--- src/rtl/key_scan_debounce.sv ---
// rtl/key_scan_debounce.sv - multi-key debouncer with press/release/long/repeat pulses
module key_scan_debounce #(
   parameter int                  NUM_KEYS       = 4,
   parameter int                  TICK_DIV       = 50000,
   parameter int                  DEBOUNCE_TICKS = 20,
   parameter int                  LONG_TICKS     = 1000,
   parameter int                  REPEAT_TICKS   = 200,
   parameter logic [NUM_KEYS-1:0] REPEAT_EN      = {NUM_KEYS{1'b1}}
) (
   input  logic                clk,
   input  logic                rst,
   input  logic [NUM_KEYS-1:0] key_in,
   output logic [NUM_KEYS-1:0] key_down,
   output logic [NUM_KEYS-1:0] key_press,
   output logic [NUM_KEYS-1:0] key_release,
   output logic [NUM_KEYS-1:0] key_long,
   output logic [NUM_KEYS-1:0] key_repeat
);

   localparam int TICK_W   = $clog2(TICK_DIV);
   localparam int DB_W     = $clog2(DEBOUNCE_TICKS + 1);
   localparam int HOLD_MAX = (LONG_TICKS > REPEAT_TICKS) ? LONG_TICKS : REPEAT_TICKS;
   localparam int HOLD_W   = $clog2(HOLD_MAX + 1);

   localparam logic [TICK_W-1:0] TICK_LAST   = TICK_W'(TICK_DIV - 1);
   localparam logic [DB_W-1:0]   DB_LAST     = DB_W'(DEBOUNCE_TICKS - 1);
   localparam logic [HOLD_W-1:0] LONG_LAST   = HOLD_W'(LONG_TICKS - 1);
   localparam logic [HOLD_W-1:0] REPEAT_LAST = HOLD_W'(REPEAT_TICKS - 1);

   typedef enum logic [1:0] {
      ST_IDLE    = 2'd0,
      ST_PRESSED = 2'd1,
      ST_LONG    = 2'd2
   } state_t;

   logic [NUM_KEYS-1:0] sync_a;
   logic [NUM_KEYS-1:0] raw_n;
   logic [NUM_KEYS-1:0] pressed_raw;
   logic [TICK_W-1:0]   tick_cnt;
   logic                tick;

   // Two-flop synchroniser; resets to the released (high) level so a key
   // held through reset is seen as a fresh press afterwards.
   always_ff @(posedge clk or negedge rst) begin
      if (!rst) begin
         sync_a <= '1;
         raw_n  <= '1;
      end else begin
         sync_a <= key_in;
         raw_n  <= sync_a;
      end
   end

   assign pressed_raw = ~raw_n;
   assign tick        = (tick_cnt == TICK_LAST);

   // Free-running millisecond prescaler shared by every channel.
   always_ff @(posedge clk or negedge rst) begin
      if (!rst) begin
         tick_cnt <= '0;
      end else if (tick) begin
         tick_cnt <= '0;
      end else begin
         tick_cnt <= tick_cnt + 1'b1;
      end
   end

   for (genvar i = 0; i < NUM_KEYS; i++) begin : g_key
      logic [DB_W-1:0]   db_cnt;
      logic [HOLD_W-1:0] hold_cnt;
      state_t            state;
      logic              differ;
      logic              accept;
      logic              down_q;
      logic              press_q;
      logic              release_q;
      logic              long_q;
      logic              repeat_q;

      // The debounced level is the FSM's own key_down, so a change is any
      // disagreement between it and the synchronised pin.
      assign differ = (pressed_raw[i] != down_q);
      assign accept = differ && tick && (db_cnt == DB_LAST);

      // Count ticks of continuous disagreement; any agreement restarts it.
      always_ff @(posedge clk or negedge rst) begin
         if (!rst) begin
            db_cnt <= '0;
         end else if (!differ || accept) begin
            db_cnt <= '0;
         end else if (tick) begin
            db_cnt <= db_cnt + 1'b1;
         end
      end

      // Channel FSM: level, edge pulses and hold timing; release beats
      // a long/repeat terminal count landing on the same tick.
      always_ff @(posedge clk or negedge rst) begin
         if (!rst) begin
            state     <= ST_IDLE;
            hold_cnt  <= '0;
            down_q    <= 1'b0;
            press_q   <= 1'b0;
            release_q <= 1'b0;
            long_q    <= 1'b0;
            repeat_q  <= 1'b0;
         end else begin
            press_q   <= 1'b0;
            release_q <= 1'b0;
            long_q    <= 1'b0;
            repeat_q  <= 1'b0;
            case (state)
               ST_IDLE: begin
                  if (accept) begin
                     state    <= ST_PRESSED;
                     down_q   <= 1'b1;
                     press_q  <= 1'b1;
                     hold_cnt <= '0;
                  end
               end
               ST_PRESSED: begin
                  if (accept) begin
                     state     <= ST_IDLE;
                     down_q    <= 1'b0;
                     release_q <= 1'b1;
                     hold_cnt  <= '0;
                  end else if (tick) begin
                     if (hold_cnt == LONG_LAST) begin
                        state    <= ST_LONG;
                        long_q   <= 1'b1;
                        hold_cnt <= '0;
                     end else begin
                        hold_cnt <= hold_cnt + 1'b1;
                     end
                  end
               end
               ST_LONG: begin
                  if (accept) begin
                     state     <= ST_IDLE;
                     down_q    <= 1'b0;
                     release_q <= 1'b1;
                     hold_cnt  <= '0;
                  end else if (tick) begin
                     if (hold_cnt == REPEAT_LAST) begin
                        hold_cnt <= '0;
                        repeat_q <= REPEAT_EN[i];
                     end else begin
                        hold_cnt <= hold_cnt + 1'b1;
                     end
                  end
               end
               default: begin
                  state    <= ST_IDLE;
                  down_q   <= 1'b0;
                  hold_cnt <= '0;
               end
            endcase
         end
      end

      assign key_down[i]    = down_q;
      assign key_press[i]   = press_q;
      assign key_release[i] = release_q;
      assign key_long[i]    = long_q;
      assign key_repeat[i]  = repeat_q;
   end

endmodule

--- config.mk ---
export PLATFORM = sky130hd
export DESIGN_NAME = key_scan_debounce
export DESIGN_NICKNAME = d
export VERILOG_FILES = /design/src/rtl/key_scan_debounce.sv
export SDC_FILE = /design/constraint.sdc
export NUM_CORES = 1
export LEC_CHECK = 0
export ABC_AREA = 1
export ABC_CLOCK_PERIOD_IN_PS = 1900
export BUFFER_PORTS_ARGS = -buffer_cell sky130_fd_sc_hd__buf_4
export CAP_MARGIN = 40
export CORE_ASPECT_RATIO = 0.8
export CORE_MARGIN = 2
export CORE_UTILIZATION = 55
export DETAILED_ROUTE_END_ITERATION = 10
export GPL_TIMING_DRIVEN = 0
export PLACE_DENSITY = 0.72
export RECOVER_POWER = 25
export SYNTH_ARGS = -nofsm -noshare
export SYNTH_HDL_FRONTEND = slang
export SYNTH_SLANG_ARGS = --single-unit
--- constraint.sdc ---
create_clock -name clk -period 1.9 [get_ports clk]
set_clock_uncertainty 0.05 [all_clocks]
set_input_delay 0.095 -clock clk [delete_from_list [all_inputs] [get_ports clk]]
set_output_delay 0.095 -clock clk [all_outputs]
set_load 0.01 [all_outputs]
Word level (Yosys, flattened, before mapping)
Cells that the tools add are included.
{"block": "totals", "ff_bits": 112, "inputBits": 6, "output_inout_bits": 20, "wordCells": 255}
{"block": "classes", "add_sub_neg": 9, "n_eq_ne": 49, "muxes": 121, "bitwise": 1, "n_reduce_logical": 40}
{"operator": "$mux 10", "count": 28}
{"operator": "$pmux 10 s3", "count": 4}
{"operator": "$mux 1", "count": 52}
{"operator": "$add 10x1->10 const B", "count": 4}
{"operator": "$eq 10x10->1 const B", "count": 4}
{"operator": "$eq 10x8->1 const B", "count": 4}
{"operator": "$mux 2", "count": 20}
{"operator": "$mux 5", "count": 8}
{"operator": "$ne 3x3->1 const B", "count": 12}
{"operator": "$pmux 2 s3", "count": 4}
{"operator": "$add 5x1->5 const B", "count": 4}
{"operator": "$eq 5x5->1 const B", "count": 4}
{"operator": "$add 16x1->16 const B", "count": 1}
{"operator": "$eq 16x16->1 const B", "count": 1}
{"operator": "$mux 16", "count": 1}
{"operator": "$ne 2x2->1 const B", "count": 8}
{"operator": "$reduce_and 4->1", "count": 4}
{"operator": "$reduce_and 3->1", "count": 4}
{"operator": "$eq 2x1->1 const B", "count": 4}
{"operator": "$eq 2x2->1 const B", "count": 4}
{"operator": "$logic_and 1x1->1", "count": 8}
{"operator": "$logic_not 2->1", "count": 4}
{"operator": "$ne 2x1->1 const B", "count": 4}
{"operator": "$pmux 1 s2", "count": 4}
{"operator": "other kinds (7)", "count": 25}

Longest topological paths before layout
{"block": "depth", "word_depth": 6, "depth_mapped": 13, "mapped_depth_nobuf": 13}

Worst setup path after synthesis
No wires, ideal clock.
{"block": "synth_timing", "path_kind": "flip-flop to flip-flop", "start": "register g_key[3].db_cnt[0]", "end": "register g_key[3].hold_cnt[9]", "setup_ps": 113, "arrival_time_ps": 1580, "required_ps": 1737, "setup_slack_ps": 158, "path_stages_with_launch": 14, "path_buffers": 1, "synth_period_minus_slack_ps": 1742, "path_cell_list": "dfrtp_1 ha_1 nand2_1 inv_1 nand2_1 nor2_1 nand3_4 nand2_2 nand2_2 a21oi_2 buf_4 nand2_1 nand2_1 inv_1"}
{"block": "synth_between", "elab_chain_len": 4, "word_cells_on_any_way": 9, "cone_classes": "eq/ne (4); mux (3); reduce/logical (2)"}
{"item": "from (decl)", "line_no": "69", "rtl": "logic [DB_W-1:0] db_cnt;"}
{"item": "from (signal assigned)", "line_no": "92", "rtl": "db_cnt <= db_cnt + 1'b1;"}
{"item": "$eq 5x5->1 *", "line_no": "83", "rtl": "assign accept = differ && tick && (db_cnt == DB_LAST);"}
{"item": "$logic_and 1x1->1 *", "line_no": "83"}
{"item": "$ne 3x3->1 (no line) (tied with other cells)"}
{"item": "$reduce_and 3->1 (no line) / $pmux 10 s3 (equally long branches)"}
{"item": "to (signal assigned)", "line_no": "133", "rtl": "hold_cnt <= hold_cnt + 1'b1;"}
{"item": "to (signal assigned)", "line_no": "148", "rtl": "hold_cnt <= hold_cnt + 1'b1;"}
{"item": "to (decl)", "line_no": "70", "rtl": "logic [HOLD_W-1:0] hold_cnt;"}
Mark *: on every way between the ends. The rest lies on a longest branch, timed or not.
A chain may end at the register's enable or synchronous reset.

Worst setup path in the final report
{"block": "layout_timing", "start": "register tick_cnt[0]", "end": "register g_key[3].hold_cnt[9]"}
{"block": "layout_between", "elab_chain_len": 5, "word_cells_on_any_way": 10, "cone_classes": "eq/ne (4); mux (3); reduce/logical (3)"}
{"item": "from (decl)", "line_no": "39", "rtl": "logic [TICK_W-1:0] tick_cnt;"}
{"item": "from (signal assigned)", "line_no": "64", "rtl": "tick_cnt <= tick_cnt + 1'b1;"}
{"item": "$eq 16x16->1 *", "line_no": "55", "rtl": "assign tick = (tick_cnt == TICK_LAST);"}
{"item": "$logic_and 1x1->1 (2 in a row)", "line_no": "83"}
{"item": "$ne 3x3->1 (no line) (tied with other cells)"}
{"item": "$reduce_and 3->1 (no line) / $pmux 10 s3 (equally long branches)"}
Marked as above.

==> metrics.md <==
| Metric | Value |
|---|---|
| Count of non-filler cells in the finished layout | about 1200 |
| Number of instances in the synthesized netlist | a little under 1000 |
| Sequential element share of the synthesized area | between 30% and 40% |
| Hold Crit Depth | 0 |
| Placed instance count | between 1000 and 1500 |
| Core region area | 12730 µm² |
| Post-route clock period utilization | 107.1% |
| Post-layout min period | approximately 2000 ps |
| Starting density of the core | between 50% and 60% |
| Layout Area Growth over Synthesis | 23.06% |
| Failing checks | negative setup slack |
| Achievable frequency | between 400 and 500 MHz |
| Filler instances | approximately 1000 |
| Minimum setup slack after placement | -337.0 ps |
| Finished layout cell area | roughly 8700 µm² |
| Final Util | around 70% |
| Number of antenna cells inserted | 0 |
| Mapped Area | roughly 7100 µm² |
| CP startpoint kind | flop |
| Clock tree from TritonCTS | built |
| R2R cell count | 13 |
| # Max-Cap Violations | 0 |
| Measured slew at the worst slew-check pin | between 1000 and 1500 ps |
| Worst-case clock buffer depth | 2 |
| Clock tree root buffer cell | sky130_fd_sc_hd__clkbuf_16 |
| Slew headroom | roughly 18% |
| Vias in the first global route | about 5700 |
| Warnings, synthesis | 0 |
| Routability congestion estimate | between 0.9 and 1 |
| Total grt overflow | 0 |
| Fraction of registers with async set or reset after synthesis | 100.0% |
| Placed wire-length estimate | between 10 and 15 mm |
| DRT Wirelength | approximately 17 mm |
| Share of post-route cells with drive strength above 1 | 21.00% |
| Antenna-violating nets left | 0 |
| Initial DRT Pass Iterations | 5 |
| Vias after detailed routing | ~6400 |
| H-tree Lvls | 3 |
| Arrival time worst endpoint | approximately 2300 ps |
| Synthesized flop and latch total | about 110 |
| Number of antenna violations at the first check in global routing | 0 |
| Max Slew Vio Count | 0 |
| Vertical die dimension | ~110 µm |
| Critical path capture point type | flop |
| Leakage Power | approximately 4.5 nW |
| Cell Rows | 37 |
| Count of flip-flops with a built-in enable after synthesis | 0 |
| Commonest register cell after synthesis | sky130_fd_sc_hd__dfrtp_1 |
| Commonest non-fill, non-tap cell in the layout | sky130_fd_sc_hd__nand2_1 |
| Crit path required time | roughly 2100 ps |
| Synthesized Nets | 1003 |
| Maximum resistive drop on vdd | approximately 750 µV |
| Clock insertion delay at the later pin of the skew report | ~360 ps |
| Mean instance size in the synthesized netlist | 7.271 µm² |
| Boundary pin count | 26 |
| Nets@finish | roughly 1100 |
| Critical path class | reg -> reg |
| Pin count of the biggest net entering global routing | 68 |
| Count of input and output buffers | 25 |
| Instance area at placement | between 7000 and 8000 µm² |
| Clock buffer count from CTS | 9 |
| Most frequent cells in the layout | sky130_fd_sc_hd__nand2_1 (239), sky130_fd_sc_hd__inv_1 (132), sky130_fd_sc_hd__nor2_1 (100), sky130_fd_sc_hd__dfrtp_1 (100), sky130_fd_sc_hd__nand3_1 (95) |
| RSZ-0062 raised after global routing | true |
| Power per cell area | around 520 nW/µm² |
| # setup viols final | between 40 and 50 |
| Max FO, Critical Path | 7 |
| TritonCTS sink count | roughly 110 |
| Worst setup slack after layout | -134.8 ps |
| Worst hold-check path type | reg -> reg |
| Wire length of the first global-routing pass | 26.96 mm |
| Number of distinct library cell variants in the gate-level netlist after synthesis | 40 |
| Total Die Area | roughly 14000 µm² |
| Final-report hold violation count | 0 |
| Overall power of the completed layout | 4.527 mW |
| DRC marker count from the first detailed-route iteration | 626 |
| Average detailed-routed wire length per instance | 13.43 µm |
| Final routed DRC violation total | 0 |
| Via-per-instance ratio | 5.184 |
| Outcome | finished with violations |
| Clock input transition at the sequential cells of the worst setup and hold paths | ~70 ps |
| DIE WIDTH | ~130 µm |
| GRT Overall Usage | 24.29% |
==> path summary, 6_finish.rpt <==
| path | startpoint | end | slack, ps |
|---|---|---|---|
| max | tick_cnt[0]$_DFF_PN0_ | g_key[3].hold_cnt[9]$_DFFE_PN0P_ | -130 |
| min | sync_a[2]$_DFF_PN1_ | raw_n[2]$_DFF_PN1_ | 310 |
| max reg2reg | tick_cnt[0]$_DFF_PN0_ | g_key[3].hold_cnt[9]$_DFFE_PN0P_ | -130 |
| min reg2reg | sync_a[2]$_DFF_PN1_ | raw_n[2]$_DFF_PN1_ | 310 |
| max in group asynchronous | rst | sync_a[1]$_DFF_PN1_ | 380 |
| min in group asynchronous | rst | g_key[2].hold_cnt[2]$_DFFE_PN0P_ | 470 |
==> through the flow <==
stage,hold WS (ps),setup TNS (ps)
finish,306.7,-3092
global route,313.7,-8851
CTS,258.4,-1493
detailed placement,110.1,-8977
global placement,153.0,-7646
floorplan,-250.6,0
==> critical path, cell delays in order, from the launching register on <==
cell	delay (ps)
sky130_fd_sc_hd__dfrtp_1	420
sky130_fd_sc_hd__ha_4	170
sky130_fd_sc_hd__nand3_4	110
sky130_fd_sc_hd__buf_12	150
sky130_fd_sc_hd__nor2_8	140
sky130_fd_sc_hd__buf_4	140
sky130_fd_sc_hd__nand3_4	110
sky130_fd_sc_hd__nand2_4	90
sky130_fd_sc_hd__nand2_2	80
sky130_fd_sc_hd__a21oi_4	170
sky130_fd_sc_hd__buf_6	150
sky130_fd_sc_hd__nand2_1	50
sky130_fd_sc_hd__nand2_1	50
sky130_fd_sc_hd__inv_1	30
==> Yosys cell counts, types with 2 or more instances <==
cell type	n	area, µm²
sky130_fd_sc_hd__a21oi_1	22	110.1
sky130_fd_sc_hd__nor4_1	2	12.51
sky130_fd_sc_hd__nor2_8	3	60.06
sky130_fd_sc_hd__nor2_4	2	22.52
sky130_fd_sc_hd__xor2_1	22	192.7
sky130_fd_sc_hd__nand3_1	113	565.5
sky130_fd_sc_hd__nand2_2	5	31.28
sky130_fd_sc_hd__xnor2_1	4	35.03
sky130_fd_sc_hd__nand2_4	8	90.09
sky130_fd_sc_hd__nand3_4	2	35.03
sky130_fd_sc_hd__nor2_1	110	412.9
sky130_fd_sc_hd__nor2_2	2	12.51
sky130_fd_sc_hd__nand3b_1	15	112.6
sky130_fd_sc_hd__buf_6	3	33.78
sky130_fd_sc_hd__nand2_1	266	998.5
sky130_fd_sc_hd__nor3_1	15	75.07
sky130_fd_sc_hd__buf_4	21	157.7
sky130_fd_sc_hd__nand4_1	30	187.7
sky130_fd_sc_hd__inv_2	6	22.52
sky130_fd_sc_hd__buf_1	3	11.26
sky130_fd_sc_hd__ha_1	21	262.8
sky130_fd_sc_hd__dfstp_2	8	210.2
sky130_fd_sc_hd__o22ai_1	2	12.51
sky130_fd_sc_hd__nand3_2	4	40.04
sky130_fd_sc_hd__clkbuf_1	4	15.01
sky130_fd_sc_hd__dfrtp_1	104	2603
sky130_fd_sc_hd__buf_2	4	20.02
sky130_fd_sc_hd__inv_1	133	499.2
sky130_fd_sc_hd__o21bai_1	4	30.03
sky130_fd_sc_hd__o21ai_0	28	140.1
==> metal layers <==
layer | up-vias | global-route usage (%) | share of wire [%]
met3 | 12 | 5.635 | 4.9
met1 | 2977 | 36.69 | 49
met4 | 0 | 4.711 | 0.93
met2 | 162 | 35.79 | 46
li1 | 3261 | - | -
met5 | - | 0 | 0
==> report_power, final <==
| group | total [mW] | internal, mW | leakage [nW] | switching (mW) |
|---|---|---|---|---|
| sequential | 2.42 | 2.41 | 1.52 | 0.0109 |
| clock | 1.99 | 1.10 | 0.152 | 0.890 |
| combinational | 0.116 | 0.0338 | 2.83 | 0.0821 |
| total | 4.53 | 3.54 | 4.50 | 0.983 |
==> cell type report <==
cell class,count,area (µm²),area share [%]
Clock inverter,5,63.81,0.7307
Buffer,35,277.8,3.181
Sequential cell,112,2818,32.26
Multi-Input combinational cell,687,3857,44.17
Timing Repair Buffer,71,683.2,7.822
Inverter,140,550.5,6.304
Timing Repair inverter,1,11.26,0.1289
Tap cell,175,219.0,2.507
Clock buffer,11,252.7,2.894
==> state kept, by name, indices dropped and copies added, names as in the netlist <==
name and cells:
g_key.db_cnt 20, g_key.down_q 4, g_key.hold_cnt 40, g_key.long_q 4, g_key.press_q 4, g_key.release_q 4
g_key.repeat_q 4, g_key.state 8, raw_n 4, sync_a 4, tick_cnt 16
==> repair_timing <==
| item | 4_1_cts | 5_1_grt |
|---|---|---|
| endpoints found under the setup margin | 64 | 66 |
| hold buffers | 5 | 0 |
| hold endpoints to repair | 47 | 0 |
| pin swaps | 4 | 33 |
| resized for setup | 23 | 98 |
| buffers inserted | 14 | 22 |
| gates cloned | 2 | 3 |
==> kinds of logic (layout without fill, tap and decap cells) <==
logic type	Yosys count	count (layout)	share of synthesized area, %
DFF	112	112	39.63
adders and majority gates	21	21	3.702
buffers and inverters	177	263	11.11
xor gates and xnor gates	26	26	3.209
and+or+nand+nor	580	580	37.80
AOI/OAI and AO/OA	60	60	4.549
(Power assumes the default switching activity.)
